`config.mk`:
```
export PLATFORM = sky130hd
export DESIGN_NAME = thread_issue_scheduler_flat
export DESIGN_NICKNAME = d
export VERILOG_FILES = /design/src/rtl/thread_issue_scheduler_pkg.sv /design/src/rtl/thread_issue_scheduler_if.sv /design/src/rtl/thread_issue_scheduler_penc.sv /design/src/rtl/thread_issue_scheduler.sv /design/src/flat_wrapper.sv
export SDC_FILE = /design/constraint.sdc
export NUM_CORES = 1
export LEC_CHECK = 0
export CAP_MARGIN = 10
export CORE_ASPECT_RATIO = 0.7
export CORE_MARGIN = 8
export CORE_UTILIZATION = 46
export CTS_BUF_LIST = sky130_fd_sc_hd__clkbuf_16
export DETAILED_ROUTE_END_ITERATION = 8
export PLACE_DENSITY = 0.66
export SLEW_MARGIN = 20
export SYNTH_ARGS = -nofsm -noshare
export SYNTH_HDL_FRONTEND = slang
export SYNTH_SLANG_ARGS = --single-unit
```
`constraint.sdc`:
```
create_clock -name i_clk -period 11.15 [get_ports i_clk]
set_input_delay 1.6725 -clock i_clk [delete_from_list [all_inputs] [get_ports i_clk]]
set_output_delay 1.6725 -clock i_clk [all_outputs]
set_load 0.02 [all_outputs]
```
`src/rtl/thread_issue_scheduler_pkg.sv`:
```
// rtl/thread_issue_scheduler_pkg.sv - shared constants and FSM state type for the thread issue scheduler
package thread_issue_pkg;

  localparam int NUM_THREADS = 64;
  localparam int TID_W       = 6;
  localparam int CNT_W       = TID_W + 1;

  typedef enum logic [1:0] {
    S_IDLE  = 2'd0,
    S_ISSUE = 2'd1,
    S_DONE  = 2'd2
  } state_e;

endpackage

```
`src/rtl/thread_issue_scheduler_if.sv`:
```
// rtl/thread_issue_scheduler_if.sv - mask-in / tid-out handshake bundle between front-end, scheduler and lane issue
interface thread_issue_scheduler_if;
  import thread_issue_pkg::*;

  logic                   mask_valid;
  logic                   mask_ready;
  logic [NUM_THREADS-1:0] mask_in;
  logic [TID_W-1:0]       start_in;
  logic                   flush;
  logic                   tid_valid;
  logic                   tid_ready;
  logic [TID_W-1:0]       tid;
  logic                   tid_last;
  logic                   busy;
  logic                   done;
  logic [CNT_W-1:0]       done_count;

  modport master (
    output mask_valid, mask_in, start_in, flush, tid_ready,
    input  mask_ready, tid_valid, tid, tid_last, busy, done, done_count
  );

  modport slave (
    input  mask_valid, mask_in, start_in, flush, tid_ready,
    output mask_ready, tid_valid, tid, tid_last, busy, done, done_count
  );

endinterface

```
`src/rtl/thread_issue_scheduler_penc.sv`:
```
// rtl/thread_issue_scheduler_penc.sv - 64-bit priority encoder returning the lowest set bit at or above a start position
module priority_encoder_64bit
  import thread_issue_pkg::*;
(
  input  logic [NUM_THREADS-1:0] i_vec,
  input  logic [TID_W-1:0]       i_start,
  output logic                   o_valid,
  output logic [TID_W-1:0]       o_pos
);

  logic [NUM_THREADS-1:0] w_masked;

  // Descending scan so the lowest qualifying index is the last one written.
  always_comb begin
    w_masked = i_vec & ({NUM_THREADS{1'b1}} << i_start);
    o_valid  = |w_masked;
    o_pos    = '0;
    for (int i = NUM_THREADS - 1; i >= 0; i--) begin
      if (w_masked[i]) o_pos = TID_W'(i);
    end
  end

endmodule

```
`src/rtl/thread_issue_scheduler.sv`:
```
// rtl/thread_issue_scheduler.sv - issues thread IDs from an active mask, one per cycle, rotating from a start position
module thread_issue_scheduler
  import thread_issue_pkg::*;
(
  input  logic                     i_clk,
  input  logic                     i_rst_n,
  thread_issue_scheduler_if.slave  io_bus
);

  state_e                 r_state;
  state_e                 w_next_state;
  logic [NUM_THREADS-1:0] r_pending;
  logic [TID_W-1:0]       r_ptr;
  logic [CNT_W-1:0]       r_cnt;
  logic [CNT_W-1:0]       r_done_count;

  logic                   w_a_valid;
  logic [TID_W-1:0]       w_a_pos;
  logic                   w_b_valid;
  logic [TID_W-1:0]       w_b_pos;
  logic                   w_issue;
  logic [TID_W-1:0]       w_tid;
  logic [NUM_THREADS-1:0] w_rest;
  logic                   w_last;
  logic                   w_fire;

  // Search A covers ptr..63, search B supplies the wrap-around 0..ptr-1.
  priority_encoder_64bit u_search_a (
    .i_vec   (r_pending),
    .i_start (r_ptr),
    .o_valid (w_a_valid),
    .o_pos   (w_a_pos)
  );

  priority_encoder_64bit u_search_b (
    .i_vec   (r_pending),
    .i_start ('0),
    .o_valid (w_b_valid),
    .o_pos   (w_b_pos)
  );

  assign w_issue = (r_state == S_ISSUE);
  assign w_tid   = w_issue ? (w_a_valid ? w_a_pos : w_b_pos) : '0;
  assign w_rest  = r_pending & ~(NUM_THREADS'(1) << w_tid);
  assign w_last  = w_issue && (w_rest == '0);
  assign w_fire  = w_issue && w_b_valid && io_bus.tid_ready;

  always_comb begin
    w_next_state = r_state;
    case (r_state)
      S_IDLE: begin
        if (io_bus.mask_valid) begin
          w_next_state = (io_bus.mask_in != '0) ? S_ISSUE : S_DONE;
        end
      end
      S_ISSUE: begin
        if (w_fire && w_last) w_next_state = S_DONE;
      end
      S_DONE:  w_next_state = S_IDLE;
      default: w_next_state = S_IDLE;
    endcase
    if (io_bus.flush) w_next_state = S_IDLE;
  end

  always_ff @(posedge i_clk) begin
    if (!i_rst_n) begin
      r_state      <= S_IDLE;
      r_pending    <= '0;
      r_ptr        <= '0;
      r_cnt        <= '0;
      r_done_count <= '0;
    end else begin
      r_state <= w_next_state;
      if (io_bus.flush) begin
        r_pending <= '0;
      end else begin
        case (r_state)
          S_IDLE: begin
            if (io_bus.mask_valid) begin
              r_pending <= io_bus.mask_in;
              r_ptr     <= io_bus.start_in;
              r_cnt     <= '0;
              if (io_bus.mask_in == '0) r_done_count <= '0;
            end
          end
          S_ISSUE: begin
            if (w_fire) begin
              r_pending <= w_rest;
              r_ptr     <= w_tid + TID_W'(1);
              r_cnt     <= r_cnt + CNT_W'(1);
              if (w_last) r_done_count <= r_cnt + CNT_W'(1);
            end
          end
          default: ;
        endcase
      end
    end
  end

  assign io_bus.mask_ready = (r_state == S_IDLE);
  assign io_bus.tid_valid  = w_issue && w_b_valid;
  assign io_bus.tid        = w_tid;
  assign io_bus.tid_last   = w_last;
  assign io_bus.busy       = (r_state != S_IDLE);
  assign io_bus.done       = (r_state == S_DONE);
  assign io_bus.done_count = r_done_count;

endmodule

```
`src/flat_wrapper.sv`:
```
// flat-port wrapper written by rule: the top's interface ports become plain ports
module thread_issue_scheduler_flat import thread_issue_pkg::*;
  (i_clk, i_rst_n, io_bus_mask_valid, io_bus_mask_in, io_bus_start_in, io_bus_flush, io_bus_tid_ready, io_bus_mask_ready, io_bus_tid_valid, io_bus_tid, io_bus_tid_last, io_bus_busy, io_bus_done, io_bus_done_count);
  thread_issue_scheduler_if io_bus_i ();
  input  logic i_clk;
  input  logic i_rst_n;
  input wire logic [$bits(io_bus_i.mask_valid)-1:0] io_bus_mask_valid;
  input wire logic [$bits(io_bus_i.mask_in)-1:0] io_bus_mask_in;
  input wire logic [$bits(io_bus_i.start_in)-1:0] io_bus_start_in;
  input wire logic [$bits(io_bus_i.flush)-1:0] io_bus_flush;
  input wire logic [$bits(io_bus_i.tid_ready)-1:0] io_bus_tid_ready;
  output wire logic [$bits(io_bus_i.mask_ready)-1:0] io_bus_mask_ready;
  output wire logic [$bits(io_bus_i.tid_valid)-1:0] io_bus_tid_valid;
  output wire logic [$bits(io_bus_i.tid)-1:0] io_bus_tid;
  output wire logic [$bits(io_bus_i.tid_last)-1:0] io_bus_tid_last;
  output wire logic [$bits(io_bus_i.busy)-1:0] io_bus_busy;
  output wire logic [$bits(io_bus_i.done)-1:0] io_bus_done;
  output wire logic [$bits(io_bus_i.done_count)-1:0] io_bus_done_count;
  assign io_bus_i.mask_valid = io_bus_mask_valid;
  assign io_bus_i.mask_in = io_bus_mask_in;
  assign io_bus_i.start_in = io_bus_start_in;
  assign io_bus_i.flush = io_bus_flush;
  assign io_bus_i.tid_ready = io_bus_tid_ready;
  assign io_bus_mask_ready = io_bus_i.mask_ready;
  assign io_bus_tid_valid = io_bus_i.tid_valid;
  assign io_bus_tid = io_bus_i.tid;
  assign io_bus_tid_last = io_bus_i.tid_last;
  assign io_bus_busy = io_bus_i.busy;
  assign io_bus_done = io_bus_i.done;
  assign io_bus_done_count = io_bus_i.done_count;
  thread_issue_scheduler u_core (.i_clk(i_clk), .i_rst_n(i_rst_n), .io_bus(io_bus_i));
endmodule
```
==> reports/metrics.yaml <==
outcome:
  status: "finished clean"
finish:
  area_growth_pct: 15.83
  drive_above_1_share_pct: 5.936
  stdcell_count: 1427
  fin_nets: 1272
  diodes: 0
synthesis:
  syn_area_mm2: 0.007802
  syn_inst: 1167
  synth_area_per_cell_um2: 6.686
  ys_top_cells_by_count: "a21oi_1, nand2_1, o21ai_0"
  yosysSeqAreaShare_pct: 22.07
  synth_top_cell_area_share_pct: 22.07
  yosysTopAreaCell: "dfxtp_1"
  synth_nets: 1248
  synth_ff_type: "dfxtp_1"
  ys_ff_latch: 86
  synth_edf_count: 0
  yosys-top-cells-area: "dfxtp_1, a21oi_1, o21ai_0, nand2_1, a31oi_1"
  post_synth_num_cell_types: 91
  yosys_warnings: 0
  synth-async-reset-ratio_pct: 0
  synth.most_common_cell: "a21oi_1"
power_and_ir_drop:
  clockPowerShare_pct: 30.5
  p_sw_uw: 411.7
  power_density_mw_per_mm2: 114.5
  p_seq_share_pct: 33.4
  total_power_mw: 1.035
  sw_frac_of_total_pct: 39.78
  power_frac_comb_pct: 36.1
  power.internal_uw: 623.3
  p_leak_nw: 3.193
  irDropWorstVdd_uv: 79.32
clocking:
  clk_pin_slew_ns: 0.08
  cts_tree: "yes"
  cts_buffers: 9
  post_cts.repair.setup_buffers: 0
  clkLatencyLatePin_ns: 0.36
  clockBufferDepth: 2
  cts_root_buffer: "clkbuf_16"
  postCtsHoldBufs: 0
  cts_resized: 0
  cts_max_level: 3
  cts.sinks: 86
hold_path:
  hold_path_class: "flop to flop"
  hp-start: "u_core.io_bus.done_count[2]$_SDFFE_PN0P_"
setup_path:
  start_kind: "flop"
  crit_start: "u_core.r_ptr[0]$_SDFFE_PN0P_"
  reg2reg_from: "u_core.r_ptr[0]$_SDFFE_PN0P_"
  arrival_ns: 8.56
  worst_ep_required_time_ns: 9.48
  cp-end-kind: "output port"
  critPathMaxFanout: 19
  worst-setup-path-type: "flop to output port"
die:
  fp.coreArea_mm2: 0.01687
  dieArea_mm2: 0.02145
  die_x_um: 171.7
  initial_core_util_pct: 46.26
  row_count: 40
  die_h_um: 125.0
  ios: 93
route:
  via_per_inst: 7.083
  drtPass1Iterations: 8
  routedWlPerCell_um: 26.52
  drc: 0
  drt_iter0_markers: 1959
  vias: 10110
  routed_wl_mm: 37.84
  ant_nets: 0
global_routing:
  antenna_found_initial: 1
  grt_util_met1_pct: 50.86
  use_met2_pct: 43.25
  grt_usage_pct: 34.10
  grt_start_max_net_pins: 67
  grt_pass1_vias: 9031
  gr-usage-met3_pct: 12.45
  grt_overflow: 0
  grt_pass1_wl_mm: 56.73
  busiest_layer: "met1"
place:
  placement.io_buffers: 92
  dp_hpwl_mm: 28.26
  place_congestion: 1.043
  dp_cells: 1411
timing:
  max_freq_mhz: 97.73
  finalCriticalPeriod_ns: 10.23
  relSlewSlack_pct: 25.69
  hold_violations: 0
  fin_crit_sh_pct: 91.77
  final_max_slew_viol_count: 0
  worst_hold_slack_ns: 0.4783
  tightest_slew_ns: 1.111
  final-setup-viol-count: 0
  rsz0062_at_grt: "no"
  tns_ns: 0
  skew_ns: 0.01357
job:
  cap_violations: 0
metal layers:
metal	share of wire (%)	vias to the layer above
met5	0.034	-
met3	16	128
met4	3.2	2
met2	37	879
li1	-	4443
met1	43	4655
cells by family (layout without fill, tap and decap cells):
logic type / after synthesis / count (layout) / share of synthesized area, %
xor gates and xnor gates: 8 / 8 / 0.8980
AOI/OAI and AO/OA: 480 / 480 / 38.86
DFF: 86 / 86 / 22.07
buffers and inverters: 143 / 172 / 7.938
muxes: 2 / 2 / 0.2566
and+or+nand+nor: 442 / 442 / 29.03
adders and majority gates: 6 / 6 / 0.9621
final timing paths:
| path | end | slack [ns] | depth (start not counted) |
|---|---|---|---|
| max | io_bus_tid_last | 0.92 | 21 |
| min | u_core.io_bus.done_count[2]$_SDFFE_PN0P_ | 0.48 | 2 |
| max reg2reg | u_core.io_bus.done_count[4]$_SDFFE_PN0P_ | 3.08 | 21 |
| min reg2reg | u_core.io_bus.done_count[2]$_SDFFE_PN0P_ | 0.48 | 2 |
registers in the layout (all words and copies together), names as in the netlist:
signal / flops
u_core.r_ptr: 6
u_core.r_cnt: 7
u_core.r_pending: 64
u_core.r_state: 2
u_core.io_bus.done_count: 7
stage by stage:
stage	utilization, %	setup WS (ns)	cell area (µm²)
global placement	51.77	1.891	8732
floorplan	-	4.303	7802
global route	53.58	0.6996	9037
CTS	53.55	1.499	9031
finish	53.58	0.9177	9037
detailed placement	51.77	1.903	8732
worst max-delay path, stage by stage, from the launching register on:
cell and delay (ns):
dfxtp_1 0.84, a21oi_1 0.42, o21ai_0 0.46, nand4_1 0.22, nor4_2 0.63, nand4_1 0.33
or3_1 0.41, a21oi_1 0.19, o22ai_1 0.10, a21oi_1 0.55, ha_1 0.26, buf_4 0.26
ha_1 0.69, o22ai_1 0.14, nor3_1 0.29, o221ai_1 0.22, nor4_1 0.42, nor4bb_1 0.44
and3_1 0.27, nand4_2 0.26, nor2_1 0.16, clkdlybuf4s50_1 0.62
area by class of cell:
class,instances,area [µm²]
Tap cell,231,289.0
Timing Repair Buffer,112,1071
Clock buffer,9,225.2
Clock inverter,7,73.82
Inverter,44,165.2
Fill cell,1739,7829
Multi-Input combinational cell,938,5492
Sequential cell,86,1722
layout by cell type (no fill, tap or decap), types with 7 or more instances in the layout:
cell type        Yosys  layout
a21oi_1            140     139
nand2_1            134     134
o21ai_0            122     122
clkdlybuf4s50_1      0      92
dfxtp_1             86      86
nor2_1              70      69
a31oi_1             54      54
nand3_1             50      50
inv_1               41      42
nor4_1              40      39
nor3_1              28      28
nor2b_1             20      20
buf_4                8      20
nand4_1             18      18
o211ai_1            17      17
and3_1              16      16
o22ai_1             12      12
a22oi_1             12      12
and2_1              10      10
a211oi_1            10      10
clkbuf_16            0       9
nand2b_1             9       7
o21ai_1              7       7
a21o_1               7       7
power groups by stage:
stage | Sequential (mW) | Clock, mW | Combinational [mW]
floorplan | 0.332 | 0 | 0.235
global placement | 0.350 | 0 | 0.358
detailed placement | 0.349 | 0 | 0.351
CTS | 0.342 | 0.316 | 0.354
global route | 0.345 | 0.329 | 0.393
finish | 0.345 | 0.316 | 0.374
Power figures use the tool's default switching activity.
